**config.mk**
```make
export PLATFORM = sky130hd
export DESIGN_NAME = mcast_grant_arbiter
export DESIGN_NICKNAME = d
export VERILOG_FILES = /design/src/rtl/mcast_grant_arbiter.sv
export SDC_FILE = /design/constraint.sdc
export NUM_CORES = 1
export LEC_CHECK = 0
export BUFFER_PORTS_ARGS = -buffer_cell sky130_fd_sc_hd__buf_2
export CAP_MARGIN = 20
export CORE_MARGIN = 2
export CORE_UTILIZATION = 54
export DETAILED_ROUTE_END_ITERATION = 12
export MAX_ROUTING_LAYER = met4
export PLACE_DENSITY = 0.82
export SETUP_SLACK_MARGIN = 0.15
export SLEW_MARGIN = 10
export SYNTH_ARGS = -nofsm -noshare
export SYNTH_HDL_FRONTEND = slang
export SYNTH_SLANG_ARGS = --single-unit
export TNS_END_PERCENT = 10
```
**constraint.sdc**
```tcl
create_clock -name clk -period 5.2 [get_ports clk]
set_input_delay 1.56 -clock clk [delete_from_list [all_inputs] [get_ports clk]]
set_output_delay 1.56 -clock clk [all_outputs]
set_load 0.03 [all_outputs]
```
**src/rtl/mcast_grant_arbiter.sv**
```systemverilog
`default_nettype none
// ============================================================================
// mcast_grant_arbiter: all-or-nothing multicast output-port arbiter with
// round-robin priority and age-based reservation.      Rev 1.0
// ============================================================================
module mcast_grant_arbiter #(
  parameter int NUM_PORTS = 4,
  parameter int MAX_WAIT  = 8,
  parameter int WAIT_W    = 4,
  localparam int c_IDX_W  = (NUM_PORTS > 1) ? $clog2(NUM_PORTS) : 1
) (
  input  logic                           clk,
  input  logic                           rst_n,
  input  logic [NUM_PORTS-1:0]           i_req_valid,
  input  logic [NUM_PORTS*NUM_PORTS-1:0] i_req_mask,
  input  logic [NUM_PORTS-1:0]           i_release,
  output logic [NUM_PORTS-1:0]           o_grant,
  output logic [NUM_PORTS*NUM_PORTS-1:0] o_grant_mask,
  output logic [NUM_PORTS-1:0]           o_out_busy,
  output logic [NUM_PORTS*c_IDX_W-1:0]   o_out_owner,
  output logic [NUM_PORTS-1:0]           o_urgent
);

  typedef enum logic [1:0] {
    S_IDLE = 2'd0,
    S_WAIT = 2'd1,
    S_HOLD = 2'd2
  } state_t;

  typedef logic [NUM_PORTS-1:0] mask_t;
  typedef logic [c_IDX_W-1:0]   idx_t;

  state_t                          r_state    [NUM_PORTS];
  logic [WAIT_W-1:0]               r_wait_cnt [NUM_PORTS];
  mask_t                           r_held     [NUM_PORTS];
  idx_t                            r_rr_ptr;
  mask_t                           r_grant;
  logic [NUM_PORTS*NUM_PORTS-1:0]  r_grant_mask;
  mask_t                           r_out_busy;
  logic [NUM_PORTS*c_IDX_W-1:0]    r_out_owner;

  mask_t                           w_eff [NUM_PORTS];
  mask_t                           w_urgent;
  mask_t                           w_win;
  mask_t                           w_won;
  mask_t                           w_freed;
  mask_t                           w_busy_nxt;
  mask_t                           w_res_mask;
  logic                            w_res_valid;
  logic                            w_any;
  idx_t                            w_res_idx;
  idx_t                            w_res_scan;
  idx_t                            w_arb_scan;
  idx_t                            w_first;
  logic [NUM_PORTS*NUM_PORTS-1:0]  w_gmask_nxt;
  logic [NUM_PORTS*c_IDX_W-1:0]    w_owner_nxt;

  function automatic idx_t ptr_add(input idx_t base, input int ofs);
    int s;
    s = int'(base) + ofs;
    if (s >= NUM_PORTS) s = s - NUM_PORTS;
    return idx_t'(s);
  endfunction

  // Own bit is stripped so a port never targets itself.
  for (genvar gi = 0; gi < NUM_PORTS; gi++) begin : g_port
    assign w_eff[gi]    = i_req_mask[gi*NUM_PORTS +: NUM_PORTS] & ~(mask_t'(1) << gi);
    assign w_urgent[gi] = (r_state[gi] == S_WAIT) && (r_wait_cnt[gi] >= WAIT_W'(MAX_WAIT));
  end

  always_comb begin
    w_res_valid = 1'b0;
    w_res_idx   = '0;
    w_res_mask  = '0;
    w_res_scan  = '0;
    for (int k = 0; k < NUM_PORTS; k++) begin
      w_res_scan = ptr_add(r_rr_ptr, k);
      if (!w_res_valid && w_urgent[w_res_scan]) begin
        w_res_valid = 1'b1;
        w_res_idx   = w_res_scan;
        w_res_mask  = w_eff[w_res_scan];
      end
    end
  end

  // Greedy scan from rr_ptr; each winner claims its whole mask for later candidates.
  always_comb begin
    w_win      = '0;
    w_won      = '0;
    w_any      = 1'b0;
    w_first    = '0;
    w_arb_scan = '0;
    for (int k = 0; k < NUM_PORTS; k++) begin
      w_arb_scan = ptr_add(r_rr_ptr, k);
      if (i_req_valid[w_arb_scan] && (r_state[w_arb_scan] != S_HOLD)
          && ((w_eff[w_arb_scan] & (r_out_busy | w_won)) == '0)
          && (!w_res_valid || (w_arb_scan == w_res_idx)
              || ((w_eff[w_arb_scan] & w_res_mask) == '0))) begin
        w_win[w_arb_scan] = 1'b1;
        w_won             = w_won | w_eff[w_arb_scan];
        if (!w_any) begin
          w_any   = 1'b1;
          w_first = w_arb_scan;
        end
      end
    end
  end

  always_comb begin
    w_freed     = '0;
    w_gmask_nxt = '0;
    w_owner_nxt = r_out_owner;
    for (int i = 0; i < NUM_PORTS; i++) begin
      if ((r_state[i] == S_HOLD) && i_release[i]) w_freed = w_freed | r_held[i];
      if (w_win[i]) w_gmask_nxt[i*NUM_PORTS +: NUM_PORTS] = w_eff[i];
    end
    for (int j = 0; j < NUM_PORTS; j++) begin
      if (w_freed[j]) w_owner_nxt[j*c_IDX_W +: c_IDX_W] = '0;
    end
    for (int i = 0; i < NUM_PORTS; i++) begin
      for (int j = 0; j < NUM_PORTS; j++) begin
        if (w_win[i] && w_eff[i][j]) w_owner_nxt[j*c_IDX_W +: c_IDX_W] = idx_t'(i);
      end
    end
    w_busy_nxt = (r_out_busy & ~w_freed) | w_won;
  end

  always_ff @(posedge clk or negedge rst_n) begin
    if (!rst_n) begin
      for (int i = 0; i < NUM_PORTS; i++) begin
        r_state[i]    <= S_IDLE;
        r_wait_cnt[i] <= '0;
        r_held[i]     <= '0;
      end
      r_rr_ptr     <= '0;
      r_grant      <= '0;
      r_grant_mask <= '0;
      r_out_busy   <= '0;
      r_out_owner  <= '0;
    end else begin
      for (int i = 0; i < NUM_PORTS; i++) begin
        case (r_state[i])
          S_IDLE: begin
            if (i_req_valid[i]) begin
              if (w_win[i]) begin
                r_state[i] <= (w_eff[i] != '0) ? S_HOLD : S_IDLE;
                r_held[i]  <= w_eff[i];
              end else begin
                r_state[i]    <= S_WAIT;
                r_wait_cnt[i] <= WAIT_W'(1);
              end
            end
          end
          S_WAIT: begin
            if (!i_req_valid[i]) begin
              r_state[i]    <= S_IDLE;
              r_wait_cnt[i] <= '0;
            end else if (w_win[i]) begin
              r_state[i]    <= (w_eff[i] != '0) ? S_HOLD : S_IDLE;
              r_held[i]     <= w_eff[i];
              r_wait_cnt[i] <= '0;
            end else if (r_wait_cnt[i] != '1) begin
              r_wait_cnt[i] <= r_wait_cnt[i] + 1'b1;
            end
          end
          S_HOLD: begin
            if (i_release[i]) begin
              r_state[i] <= S_IDLE;
              r_held[i]  <= '0;
            end
          end
          default: begin
            r_state[i]    <= S_IDLE;
            r_wait_cnt[i] <= '0;
            r_held[i]     <= '0;
          end
        endcase
      end
      r_grant      <= w_win;
      r_grant_mask <= w_gmask_nxt;
      r_out_busy   <= w_busy_nxt;
      r_out_owner  <= w_owner_nxt;
      if (w_any) r_rr_ptr <= ptr_add(w_first, 1);
    end
  end

  assign o_grant      = r_grant;
  assign o_grant_mask = r_grant_mask;
  assign o_out_busy   = r_out_busy;
  assign o_out_owner  = r_out_owner;
  assign o_urgent     = w_urgent;

endmodule
`default_nettype wire

```
==> results of run 1 <==
-- power by group --
part / total, uW / switching [uW] / internal [uW]
clock network: 455 / 208 / 247
logic: 3210 / 1890 / 1320
registers: 920 / 197 / 723
total: 4590 / 2290 / 2290
-- Yosys cell counts (8+ instances only) --
master | instances | area, sq um
mux2i_1 | 17 | 170
a22o_1 | 9 | 78.8
nor2_1 | 36 | 135
o311ai_1 | 14 | 123
nor3_1 | 15 | 75.1
o22ai_1 | 8 | 50.1
a21oi_1 | 17 | 85.1
nand2_1 | 52 | 195
o21ai_0 | 17 | 85.1
and2_1 | 13 | 81.3
o31ai_1 | 8 | 60.1
buf_2 | 11 | 55.1
and3_1 | 10 | 62.6
nand2b_1 | 16 | 100
nor2b_1 | 11 | 68.8
ha_1 | 13 | 163
a32oi_1 | 8 | 70.1
inv_1 | 46 | 173
nand4b_1 | 14 | 123
nand4_1 | 8 | 50.1
a21o_1 | 8 | 60.1
a221oi_1 | 8 | 70.1
a31oi_1 | 13 | 81.3
dfrtp_1 | 66 | 1650
clkbuf_1 | 21 | 78.8
o32ai_1 | 9 | 78.8
nand3_1 | 27 | 135
-- cell families after synthesis --
kind of cell,count (synthesis)
and+or+nand+nor,228
AOI/OAI and AO/OA,201
buffers and inverters,95
DFF,66
muxes,24
adders and majority gates,13
xor gates and xnor gates,9
other,1
-- timing repair --
item | in CTS | in global routing
buffers inserted | 0 | 2
resized for setup | 0 | 6
setup endpoints to repair | 0 | 24
-- per-layer routing --
metal	track usage (%)	vias to the layer above	wire length, microns
li1	-	2638	-
met1	47.1	2839	7480
met2	55.6	386	8940
met3	6.80	82	1890
met4	17.0	0	818
met5	-	-	0
-- worst paths after layout --
check                          startpoint         endpoint  slack [ps]  cells past startpoint
min reg2reg                o_out_owner[4]   o_out_owner[4]         530                      1
max reg2reg                    r_state[7]       r_held[11]         310                     14
max in group asynchronous           rst_n  o_grant_mask[1]        3050                      2
min                        o_out_owner[4]   o_out_owner[4]         530                      1
min in group asynchronous           rst_n       r_held[15]        1190                      1
max                        i_req_mask[12]       r_held[11]         240                     15
-- final cells by class --
cell class / instances / share of cell area [%]
Sequential cell: 66 / 24.8
Tap cell: 133 / 2.50
Inverter: 50 / 2.82
Multi-Input combinational cell: 479 / 52.4
Clock buffer: 12 / 2.33
Timing Repair Buffer: 142 / 14.4
Clock inverter: 4 / 0.752
-- per-stage QoR --
step / util [%] / cells / cell area (sq um) / total power [uW] / hold WS, ps
after global placement: 65.3 / 868 / 6410 / 3920 / 502
after CTS: 67.4 / 884 / 6620 / 4470 / 532
final: 67.8 / 886 / 6660 / 4590 / 531
after global routing: 67.8 / 886 / 6660 / 4860 / 555
after floorplan: - / 640 / 5530 / 2870 / 479
after detailed placement: 65.3 / 868 / 6410 / 4010 / 518
-- sequential cells by signal (all words and copies together) (netlist names) --
register,cells
r_wait_cnt,16
o_grant_mask,12
r_held,12
o_out_owner,8
r_state,8
o_grant,4
o_out_busy,4
r_rr_ptr,2
==> run metrics, run 1 <==
commonest non-fill, non-tap cells in the layout 87 x buf_4, 66 x dfrtp_1, 53 x buf_2; post-synthesis cell area approximately 5500 sq um; Fill cells 825; Seq/Total Area, Yosys a little under a third; Total Neg Setup Slack 0 ps; ant diodes 0; post-detail-place hpwl 14300 microns; Req. time, crit path roughly 5400 ps; Max Root-Sink Buffers 2; ys async rst share 100%; Critical Path Most Common Cell a2111oi_4; CP delay by family, top compound AO/OA/AOI/OAI gates; CTS tree done; row count 36; global placer's final weighted congestion 1.04; CP Launch Type input pin; Setup WS pre-CTS -114 ps; IO Pins 62; #FFs+latches synth 66; CORE AREA 9820 sq um; DR pass1 iterations 5; Die Area 11000 sq um; drt total wl 19100 microns; hold_buf cts 0; worst vdd ir 0.356 mV; vias in the first global route between 5000 and 6000; H-tree depth 3; Post-Synthesis Cells 637; Avg WL per Cell 21.6 microns; Slew Limit Fails 0; overall die height 105 microns; post-synthesis mux area share 5.98%; status finished, final reports clean; Clk Latency, worst-skew pair 360 ps; CP arrival ~5200 ps; Clock Skew 9.38 ps; area of the multi-input gates 3490 sq um; Final setup violation count 0; Synth Area in Compound Gates 29.6%; Pleak 0.00298 uW; commonest non-fill, non-tap cell in the layout buf_4; Unique masters post-synth 83; CP endpoint kind flip-flop; vias per cell 6.71; max frequency 202 MHz; fin crit share between 90% and 100%; CP max-delay cell a311o_1; Clock transition at path regs 80 ps; register area 1650 sq um; Worst path max stage delay 440 ps; Clock Sinks 66; Slew Limit Headroom 53.2%; GR Overflow Total 0; global-route wire length before repair around 31000 microns; DRC violations left 0; Initial Utilization 55.8%; syn avg cell area about 8.6 sq um; RSZ-0062 raised after global routing yes; main combinational cell family by area after synthesis compound AO/OA/AOI/OAI gates; Post-Synth Adder-Cell Area 2.97%; Synth Area in Simple Gates between 20 and 25%; initial antenna violation count 0; DRT iter0 DRCs 736; Horiz. Die Dim approximately 100 microns; Final Critical Period between 4000 and 5000 ps; Worst-Margin Slew ~700 ps; hold crit path type flip-flop to flip-flop; YS warnings 0; Setup CP Type input pin to flip-flop; Top FF cell, synth dfrtp_1; XOR/XNOR share of the synthesized area about 1.4%; worst setup margin about 240 ps; maxcap violations 0; Post-synth EDFFs 0; crit-path max FO 12; fraction of layout cells with a size suffix above 1 26.8%; largest net degree at the start of global routing between 40 and 50; critical path cell sequence buf_2 -> mux2i_1 -> o2bb2ai_1 -> nand2_1 -> a2111oi_4 -> a221oi_2 -> a31oi_4 -> inv_2 -> a2111oi_4 -> o21ai_2 -> or3_4 -> a311o_1 -> buf_12 -> and2_1 -> o311ai_1; Buffers & Inverters on Critical Path 3; # nets final 787; count of final hold-check violations 0; antenna viol nets, final 0; Layout area overhead 21.4%; Tot GR Track Use a little over a third; Port-buffer cells 53; Power Dens Cells 689 nW/um^2; routed via count 5945; clock buffer count from CTS 9; CTS Root Cell clkbuf_8
Power figures use the tool's default switching activity.
==> run 2, diff against run 1 <==
--- a/config.mk
+++ b/config.mk
@@ -10,8 +10,8 @@
 export CORE_MARGIN = 2
-export CORE_UTILIZATION = 54
+export CORE_UTILIZATION = 65
 export DETAILED_ROUTE_END_ITERATION = 12
 export MAX_ROUTING_LAYER = met4
-export PLACE_DENSITY = 0.82
+export PLACE_DENSITY = 0.92
 export SETUP_SLACK_MARGIN = 0.15
-export SLEW_MARGIN = 10
+export SLEW_MARGIN = 20
 export SYNTH_ARGS = -nofsm -noshare
==> constraint.sdc (replaced) <==
create_clock -name clk -period 5.8 [get_ports clk]
set_input_delay 0.29 -clock clk [delete_from_list [all_inputs] [get_ports clk]]
set_output_delay 0.29 -clock clk [all_outputs]
set_load 0.03 [all_outputs]
==> run 2 against run 1 <==
Net effect:
- design area shrank 9.3%
- sequential cell count unchanged
- non-clock buffer count fell by 75
- clock-buffer cell count is 2 lower
- sequential power shrank 9.0%
- routed wire length down 4.4%
- register-to-register slack better by 40 ps
- worst hold slack got worse by 410 ps
- clock power is 4% higher
- setup slack better by 110 ps
- via count is 1.6% lower
- critical path type is now flip-flop to flip-flop
- largest cell class unchanged
- largest power group unchanged
- highest routed layer unchanged
==> run metrics, run 2 (synthesis results as in run 1) <==
highest metal used met4; R2R Path End r_held[10]; Avg WL per Cell 23.4 microns (+8.2%); R2R setup slack 350 ps (+40 ps); CP max-delay cell a311o_2; IO Pins 62 (unchanged); DRC violations left 0 (unchanged); Clock Sinks 66 (unchanged); met2 routed WL 8320 microns (-6.8%); routed via count 5847 (-1.6%); drt total wl 18300 microns (-4.4%); CTS Root Cell clkbuf_8; R2R cell count 14 (unchanged); CP endpoint kind flip-flop; Worst path max stage delay 600 ps (+160 ps); Pleak 0.00262 uW (-12%); maxcap violations 0 (unchanged); global-route wire length before repair 29100 microns (-5.7%); max frequency 184 MHz; CTS tree done; Final Util 73.5% (+5.7 points); CORE AREA 8220 sq um (-16%); Layout area overhead 10.1%; Port-buffer cells 53 (unchanged); Die Area 9190 sq um (-16%); Total Neg Setup Slack 0 ps (unchanged); fraction of layout cells with a size suffix above 1 18.0% (-8.8 points); count of final hold-check violations 0 (unchanged); overall die height 95.8 microns (-8.5%); Initial Utilization 66.7% (+11 points); Tot GR Track Use 42.9% (+6.5 points); DR pass1 iterations 7 (+2); Slew Limit Fails 0 (unchanged); Clock Skew 9.68 ps (+0.306 ps); antenna viol nets, final 0 (unchanged); commonest non-fill, non-tap cells in the layout 66 x dfrtp_1, 53 x buf_2, 52 x nand2_1; M1 WL 6750 microns (-9.7%); Worst-Margin Slew 1060 ps (+360 ps); CP Capture Point r_held[10]; vias per cell 7.47 (+11%); post-detail-place hpwl 12800 microns (-10%); Max Root-Sink Buffers 2 (unchanged); number of setup buffers added after CTS 0 (unchanged); row count 33 (-8.3%); Final Critical Period 5450 ps; crit-path max FO 15 (+3); initial antenna violation count 0 (unchanged); Buffers & Inverters on Critical Path 2 (-1); commonest non-fill, non-tap cell in the layout dfrtp_1; max FFs per register 16 (unchanged); Reg with most FFs r_wait_cnt; Clock transition at path regs 80 ps (about the same); Horiz. Die Dim 95.8 microns (-8.5%); Req. time, crit path 6030 ps (+590 ps); CP arrival 5680 ps (+480 ps); global placer's final weighted congestion 1.04 (-0.44%); worst vdd ir 0.329 mV (-7.7%); H-tree depth 3 (unchanged); worst reg2reg startpoint r_state[7]; Power Dens Cells 626 nW/um^2 (-9.2%); Final setup violation count 0 (unchanged); status finished, final reports clean; Critical Path Source r_state[7]; clock buffer count from CTS 9 (unchanged); DRT iter0 DRCs 981 (+33%); Setup CP Type flip-flop to flip-flop; hold_buf cts 0 (unchanged); critical path cell sequence nand3b_1 -> inv_1 -> a22o_1 -> or2_1 -> o211ai_1 -> a221oi_2 -> a31oi_4 -> inv_2 -> a2111oi_4 -> o21ai_2 -> or3_1 -> a311o_2 -> and2_1 -> o311ai_1; # nets final 712 (-9.5%); hold crit path type input pin to asynchronous set/reset pin; fin crit share 93.9%; ant diodes 0 (unchanged); Slew Limit Headroom 28.7% (-25 points); CP Launch Type flip-flop; vias in the first global route 5671 (-3.3%); RSZ-0062 raised after global routing no; routed wl met3 2140 microns (+13%); GR Overflow Total 0 (unchanged); Clk Latency, worst-skew pair 340 ps (-20 ps); largest net degree at the start of global routing 67 (+43%); CP delay by family, top compound AO/OA/AOI/OAI gates; cell depth of the worst setup path 14 (-1)
[run 2: metal layers]
layer	GRT usage, %	vias to the layer above
met5	-	-
met4	25.2	0
met3	7.91	118
met2	64.9	480
met1	54.0	2759
li1	-	2490
[run 2: report_power, final]
group	internal, uW	switching (uW)	leakage (uW)	total, uW
Combinational	867	1600	0.00165	2470
Clock	287	186	0.000117	473
Sequential	648	189	0.000846	837
Total	1800	1980	0.00262	3780
[run 2: what timing repair did]
action                                  in CTS  in global routing
endpoints found under the setup margin       0                 23
hold endpoints to repair                     0                  0
gates resized for setup                      0                  4
[run 2: metrics by stage]
| stage | setup slack, ps | area (sq um) | total power (uW) | std cells | hold slack (ps) |
|---|---|---|---|---|---|
| CTS | 334 | 6020 | 3700 | 783 | 142 |
| floorplan | 399 | 5490 | 2560 | 640 | -5.59 |
| global placement | 430 | 5780 | 3110 | 767 | 494 |
| detailed placement | 313 | 5780 | 3200 | 767 | 511 |
| finish | 353 | 6040 | 3780 | 783 | 121 |
| global route | 167 | 6040 | 3970 | 783 | 160 |
[run 2: worst min path at each step]
stage,startpoint,cells past startpoint,slack (ps),end
after detailed placement,o_out_owner[2],1,510,o_out_owner[2]
after floorplan,rst_n,0,-6,o_grant[0]
after global routing,i_release[1],2,160,r_state[5]
final,rst_n,2,120,r_wait_cnt[14]
after global placement,r_held[15],2,490,r_held[15]
after CTS,i_release[1],2,140,r_state[5]
[run 2: area by class of cell]
class                           count  area (sq um)
Sequential cell                    66          1650
Inverter                           50           188
Tap cell                          105           131
Multi-Input combinational cell    479          3450
Timing Repair Buffer               67           370
Clock inverter                      6           115
Clock buffer                       10           128
Fill cell                         583          2180
[run 2: worst register-to-register path: cells and delay by family (launching register included)]
kind,cells,cell delay (ps)
AND/OR/NAND/NOR,4,1550
flip-flops,1,540
AO/OA/AOI/OAI,8,2800
buffers and inverters,2,450
